`config.mk`:
```
export PLATFORM = sky130hd
export DESIGN_NAME = key_entry_ctrl
export DESIGN_NICKNAME = d
export VERILOG_FILES = /design/src/rtl/key_pkg.sv /design/src/rtl/seg_decoder.sv /design/src/rtl/key_entry_ctrl.sv
export SDC_FILE = /design/constraint.sdc
export NUM_CORES = 1
export LEC_CHECK = 0
export CAP_MARGIN = 0
export CORE_MARGIN = 5
export CORE_UTILIZATION = 40
export DETAILED_ROUTE_END_ITERATION = 16
export GPL_ROUTABILITY_DRIVEN = 0
export GPL_TIMING_DRIVEN = 1
export PLACE_DENSITY_LB_ADDON = 0.12
export SLEW_MARGIN = 25
export SYNTH_ARGS = -nofsm -noshare
export SYNTH_HDL_FRONTEND = slang
export SYNTH_SLANG_ARGS = --single-unit
```
`constraint.sdc`:
```
create_clock -name clk -period 3.95 [get_ports clk]
set_clock_uncertainty 0.2 [all_clocks]
set_input_delay 0.395 -clock clk [delete_from_list [all_inputs] [get_ports clk]]
set_output_delay 0.395 -clock clk [all_outputs]
set_load 0.005 [all_outputs]
```
`src/rtl/key_pkg.sv`:
```
// Shared keypad definitions: key codes, entry-controller state encoding and
// active-low seven-segment patterns ({dp,g,f,e,d,c,b,a}).
package key_pkg;

  localparam logic [3:0] KEY_BSP = 4'hA;
  localparam logic [3:0] KEY_CLR = 4'hB;
  localparam logic [3:0] KEY_ENT = 4'hC;

  localparam int unsigned MaxLen = 8;

  typedef enum logic [0:0] {
    StEntry  = 1'b0,
    StCommit = 1'b1
  } state_e;

  localparam logic [7:0] SEG_0     = 8'hC0;
  localparam logic [7:0] SEG_1     = 8'hF9;
  localparam logic [7:0] SEG_2     = 8'hA4;
  localparam logic [7:0] SEG_3     = 8'hB0;
  localparam logic [7:0] SEG_4     = 8'h99;
  localparam logic [7:0] SEG_5     = 8'h92;
  localparam logic [7:0] SEG_6     = 8'h82;
  localparam logic [7:0] SEG_7     = 8'hF8;
  localparam logic [7:0] SEG_8     = 8'h80;
  localparam logic [7:0] SEG_9     = 8'h90;
  localparam logic [7:0] SEG_BLANK = 8'hFF;

endpackage

```
`src/rtl/seg_decoder.sv`:
```
// Decimal digit to active-low seven-segment pattern; dp is always off.
module seg_decoder
  import key_pkg::*;
(
  input  logic [3:0] digit_i,
  input  logic       blank_i,
  output logic [7:0] seg_o
);

  always_comb begin
    seg_o = SEG_BLANK;
    if (!blank_i) begin
      unique case (digit_i)
        4'd0:    seg_o = SEG_0;
        4'd1:    seg_o = SEG_1;
        4'd2:    seg_o = SEG_2;
        4'd3:    seg_o = SEG_3;
        4'd4:    seg_o = SEG_4;
        4'd5:    seg_o = SEG_5;
        4'd6:    seg_o = SEG_6;
        4'd7:    seg_o = SEG_7;
        4'd8:    seg_o = SEG_8;
        4'd9:    seg_o = SEG_9;
        default: seg_o = SEG_BLANK;
      endcase
    end
  end

endmodule

```
`src/rtl/key_entry_ctrl.sv`:
```
// Keypad digit-entry controller: edits an 8-digit buffer, hands a committed entry
// to a valid/ready consumer and multiplexes the buffer onto an 8-digit display.
module key_entry_ctrl
  import key_pkg::*;
#(
  parameter int unsigned SCAN_DIV = 100000
) (
  input  logic        clk,
  input  logic        rst,
  input  logic        key_valid,
  input  logic [3:0]  key_code,
  input  logic        out_ready,
  output logic        out_valid,
  output logic [31:0] out_data,
  output logic [3:0]  out_len,
  output logic        err,
  output logic [7:0]  seg_an,
  output logic [7:0]  seg_out
);

  localparam int unsigned DivW = (SCAN_DIV > 2) ? $clog2(SCAN_DIV) : 1;

  state_e      state_q, state_d;
  logic [31:0] buf_q, buf_d;
  logic [3:0]  len_q, len_d;
  logic        out_valid_q, out_valid_d;
  logic [31:0] out_data_q, out_data_d;
  logic [3:0]  out_len_q, out_len_d;
  logic        err_q, err_d;
  logic [DivW-1:0] div_q;
  logic [2:0]  idx_q;

  always_comb begin
    state_d     = state_q;
    buf_d       = buf_q;
    len_d       = len_q;
    out_valid_d = out_valid_q;
    out_data_d  = out_data_q;
    out_len_d   = out_len_q;
    err_d       = 1'b0;
    unique case (state_q)
      StEntry: begin
        if (key_valid) begin
          if (key_code <= 4'd9) begin
            if (len_q == 4'(MaxLen)) begin
              err_d = 1'b1;
            end else begin
              buf_d = {buf_q[27:0], key_code};
              len_d = len_q + 4'd1;
            end
          end else if (key_code == KEY_BSP) begin
            if (len_q == 4'd0) begin
              err_d = 1'b1;
            end else begin
              buf_d = {4'h0, buf_q[31:4]};
              len_d = len_q - 4'd1;
            end
          end else if (key_code == KEY_CLR) begin
            buf_d = '0;
            len_d = '0;
          end else if (key_code == KEY_ENT) begin
            if (len_q == 4'd0) begin
              err_d = 1'b1;
            end else begin
              state_d     = StCommit;
              out_valid_d = 1'b1;
              out_data_d  = buf_q;
              out_len_d   = len_q;
            end
          end
        end
      end
      StCommit: begin
        // Keys are dropped silently while the consumer owns the entry.
        if (out_ready) begin
          state_d     = StEntry;
          out_valid_d = 1'b0;
          out_data_d  = '0;
          out_len_d   = '0;
          buf_d       = '0;
          len_d       = '0;
        end
      end
      default: state_d = StEntry;
    endcase
  end

  always_ff @(posedge clk or posedge rst) begin
    if (rst) begin
      state_q     <= StEntry;
      buf_q       <= '0;
      len_q       <= '0;
      out_valid_q <= 1'b0;
      out_data_q  <= '0;
      out_len_q   <= '0;
      err_q       <= 1'b0;
    end else begin
      state_q     <= state_d;
      buf_q       <= buf_d;
      len_q       <= len_d;
      out_valid_q <= out_valid_d;
      out_data_q  <= out_data_d;
      out_len_q   <= out_len_d;
      err_q       <= err_d;
    end
  end

  // Free-running scan, never touched by key handling.
  always_ff @(posedge clk or posedge rst) begin
    if (rst) begin
      div_q <= '0;
      idx_q <= '0;
    end else if (div_q == DivW'(SCAN_DIV - 1)) begin
      div_q <= '0;
      idx_q <= idx_q + 3'd1;
    end else begin
      div_q <= div_q + DivW'(1);
    end
  end

  logic [3:0] scan_digit;
  logic       scan_blank;

  assign scan_digit = buf_q[{idx_q, 2'b00} +: 4];
  assign scan_blank = ({1'b0, idx_q} >= len_q);

  seg_decoder u_seg_decoder (
    .digit_i (scan_digit),
    .blank_i (scan_blank),
    .seg_o   (seg_out)
  );

  assign seg_an    = ~(8'h01 << idx_q);
  assign out_valid = out_valid_q;
  assign out_data  = out_data_q;
  assign out_len   = out_len_q;
  assign err       = err_q;

endmodule

```
==> results by group <==
Status
  – Status: complete, no violations

Floorplanning
  – Die Ht: 120.3 µm
  – Chip width: 120.3 µm
  – IO Pins: 62
  – CORE AREA: 11960 µm²
  – Starting Density: 40.71%
  – Die area: 14480 µm²
  – Number of core rows: 40

Route
  – Via count: 3431
  – DRT Pass-1 Iters: 4
  – Antenna viol nets, final: 0
  – DRT iter0 DRCs: 218
  – Wire length per cell: 18.10 µm
  – DRC: 0
  – Vias per cell: 5.361
  – WL final: 11580 µm

Timing
  – # setup viols final: 0
  – Worst slew pin tran: 0.9177 ns
  – Fmax: 272.1 MHz
  – Final Hold Vio Count: 0
  – RSZ-0062 raised after global routing: false
  – Max-slew headroom: 38.56%
  – Final slew viol count: 0
  – Share of the clock period used by the worst path: 93.05%
  – Post-layout min period: 3.675 ns
  – Post-route setup TNS: 0 ns

Power
  – Max IR drop VDD: 0.2343 mV
  – Pwr dens: 520.4 nW/µm²
  – P_leak: 2.629 nW
  – Total design power: 3.053 mW

Worst setup path
  – Crit path from: idx_q[0]
  – WS Path Type: flop to output pin
  – Worst Setup End Kind: output pin
  – Required time of the critical path: 3.36 ns
  – Critical Path Stages: 8
  – Slowest cell on crit path: mux4_1
  – Worst r2r dst: buf_q[10]
  – R2R setup slack: 1.20 ns
  – Reg-to-reg critical path startpoint: len_q[0]
  – CP Launch Type: flop
  – Critical Path AT: 3.08 ns
  – CP peak stage delay: 0.61 ns
  – Worst R2R Path Depth: 7
  – Buf/Inv on CP: 2
  – Critical path cell sequence: mux4_1 > mux2i_2 > inv_1 > ha_1 > or2_2 > a21oi_1 > o21ai_1 > clkdlybuf4s50_1
  – Top delay family on crit path: multiplexers
  – Crit path capture: seg_out[5]
  – CP Max Fanout: 9

Yosys
  – Cell count after synthesis: 436
  – Main area contributors after synthesis: dfrtp_1 49%, a22o_1 6.5%, ha_1 4.6%
  – Yosys reg bits: 95
  – Yosys top cell area share: 48.82%
  – Async SR Flop Fraction: 100.0%
  – Register area share after synthesis: 48.82%
  – Mean area per synthesized cell: 11.17 µm²
  – Syn_nets: 462
  – Ys flop type: dfrtp_1
  – Library cells used by synthesis: 52
  – Post-Syn Area: 4870 µm²
  – Syn. warnings: 0
  – Top post-synthesis cells by count: 95 x dfrtp_1, 54 x nand2_1, 36 x a22o_1
  – Leading area contributor after synthesis: dfrtp_1
  – Post-synth EDFFs: 0
  – Most frequent cell after synthesis: dfrtp_1

CTS
  – CTS Hold Bufs: 0
  – CTS resizes: 0
  – Num CTS Buffers: 9
  – Postcts setup bufs: 0
  – Clock-pin slew on the worst setup and hold paths: 0.06 ns
  – Worst skew pair latency: 0.34 ns
  – Root Buffer: clkbuf_16
  – CTS max path bufs: 2
  – CTS tree: done
  – Depth of the CTS H-tree: 3
  – Clock sink total: 95

Final layout
  – Fraction of final layout cells sized beyond drive strength 1: 9.533%
  – Fin nets: 515
  – Ant diodes: 0
  – Layout area overhead: 20.48%
  – Fin area: 5867 µm²

Placed design
  – HPWL after detailed placement: 8000 µm
  – Placed Area: 5563 µm²
  – PortBufs: 60

Global routing
  – Largest net degree at the start of global routing: 83
  – Total gr overflow: 0
  – First-pass GRT wire length: 19420 µm
  – Antenna violations before repair: 0
  – All-layer global routing usage: 16.92%
  – Vias in the first global route: 3549

Run
  – Number of max-cap violations: 0

Min path
  – Hold crit path type: input port to async pin
## cells by family after synthesis
kind of cell | share of synthesized area [%]
AOI/OAI and AO/OA | 18.01
and+or+nand+nor | 11.66
DFF | 48.82
buffers and inverters | 4.959
muxes | 8.607
adders and majority gates | 4.625
xor gates and xnor gates | 3.237
other | 0.07701
## cell type report
class	count	area, µm²
clock buffers	12	256.5
clock inverters	3	42.54
fillers	1080	6095
inverters	16	61.31
multi-input cells	297	2256
flip-flops and latches	95	2379
well taps	147	183.9
repair buffers	70	688.2
## worst min path at each step
stage	startpoint	endpoint	slack (ns)	cells past startpoint
6_report	rst	out_data[5]	0.1	2
5_1_grt	rst	out_data[10]	0.12	2
4_1_cts	rst	out_data[10]	0.1	2
3_5_place_dp	out_valid	out_valid	0.28	1
3_3_place_gp	out_valid	out_valid	0.27	1
2_1_floorplan	div_q[0]	div_q[0]	0.26	1
## through the flow
step | hold WS [ns] | utilization (%) | setup slack (ns) | std cells
finish | 0.09756 | 49.05 | 0.2746 | 640
floorplan | 0.2552 | - | 0.8780 | 436
global placement | 0.2657 | 46.51 | 0.5259 | 625
detailed placement | 0.2782 | 46.51 | 0.3897 | 625
global route | 0.1159 | 49.05 | 0.1215 | 640
CTS | 0.09756 | 49.01 | 0.01845 | 640
## placed cells by master, fill, tap and decap left out, types with 2 or more instances in the layout
master	count
mux4_1	4
o31ai_1	14
nand4_1	4
o21ai_1	7
nor2b_1	4
nand2_1	54
xnor2_1	8
nor3_1	5
ha_1	18
a21o_1	5
dfrtp_1	94
xor2_1	10
buf_4	9
and2_1	2
and4_1	3
nor2_1	15
mux4_2	4
o21ai_2	2
clkdlybuf4s50_1	60
a22o_1	36
inv_1	14
and3_1	4
clkinv_2	2
a21boi_0	2
a21oi_1	10
nand3_1	8
mux2i_1	15
nand2b_1	4
clkbuf_8	2
o21ai_0	24
clkbuf_16	9
a22oi_1	14
mux2_4	2
## sequential cells by signal, summed over array words and instances, names as in the netlist
name,cells
out_len,4
err,1
idx_q,3
state_q,1
len_q,4
out_valid,1
div_q,17
out_data,32
buf_q,32
## power breakdown
group,total [mW],switching (mW),internal [mW]
clock,0.878,0.357,0.521
combinational,0.883,0.394,0.489
sequential,1.29,0.173,1.12
## layer usage
layer	track usage [%]	part of all wire [%]	wire (µm)
met5	0	0	0
met4	4.674	1.1	127
met3	3.882	5.2	599
met2	25.89	45	5259
met1	24.24	48	5596
Power figures use the tool's default switching activity.
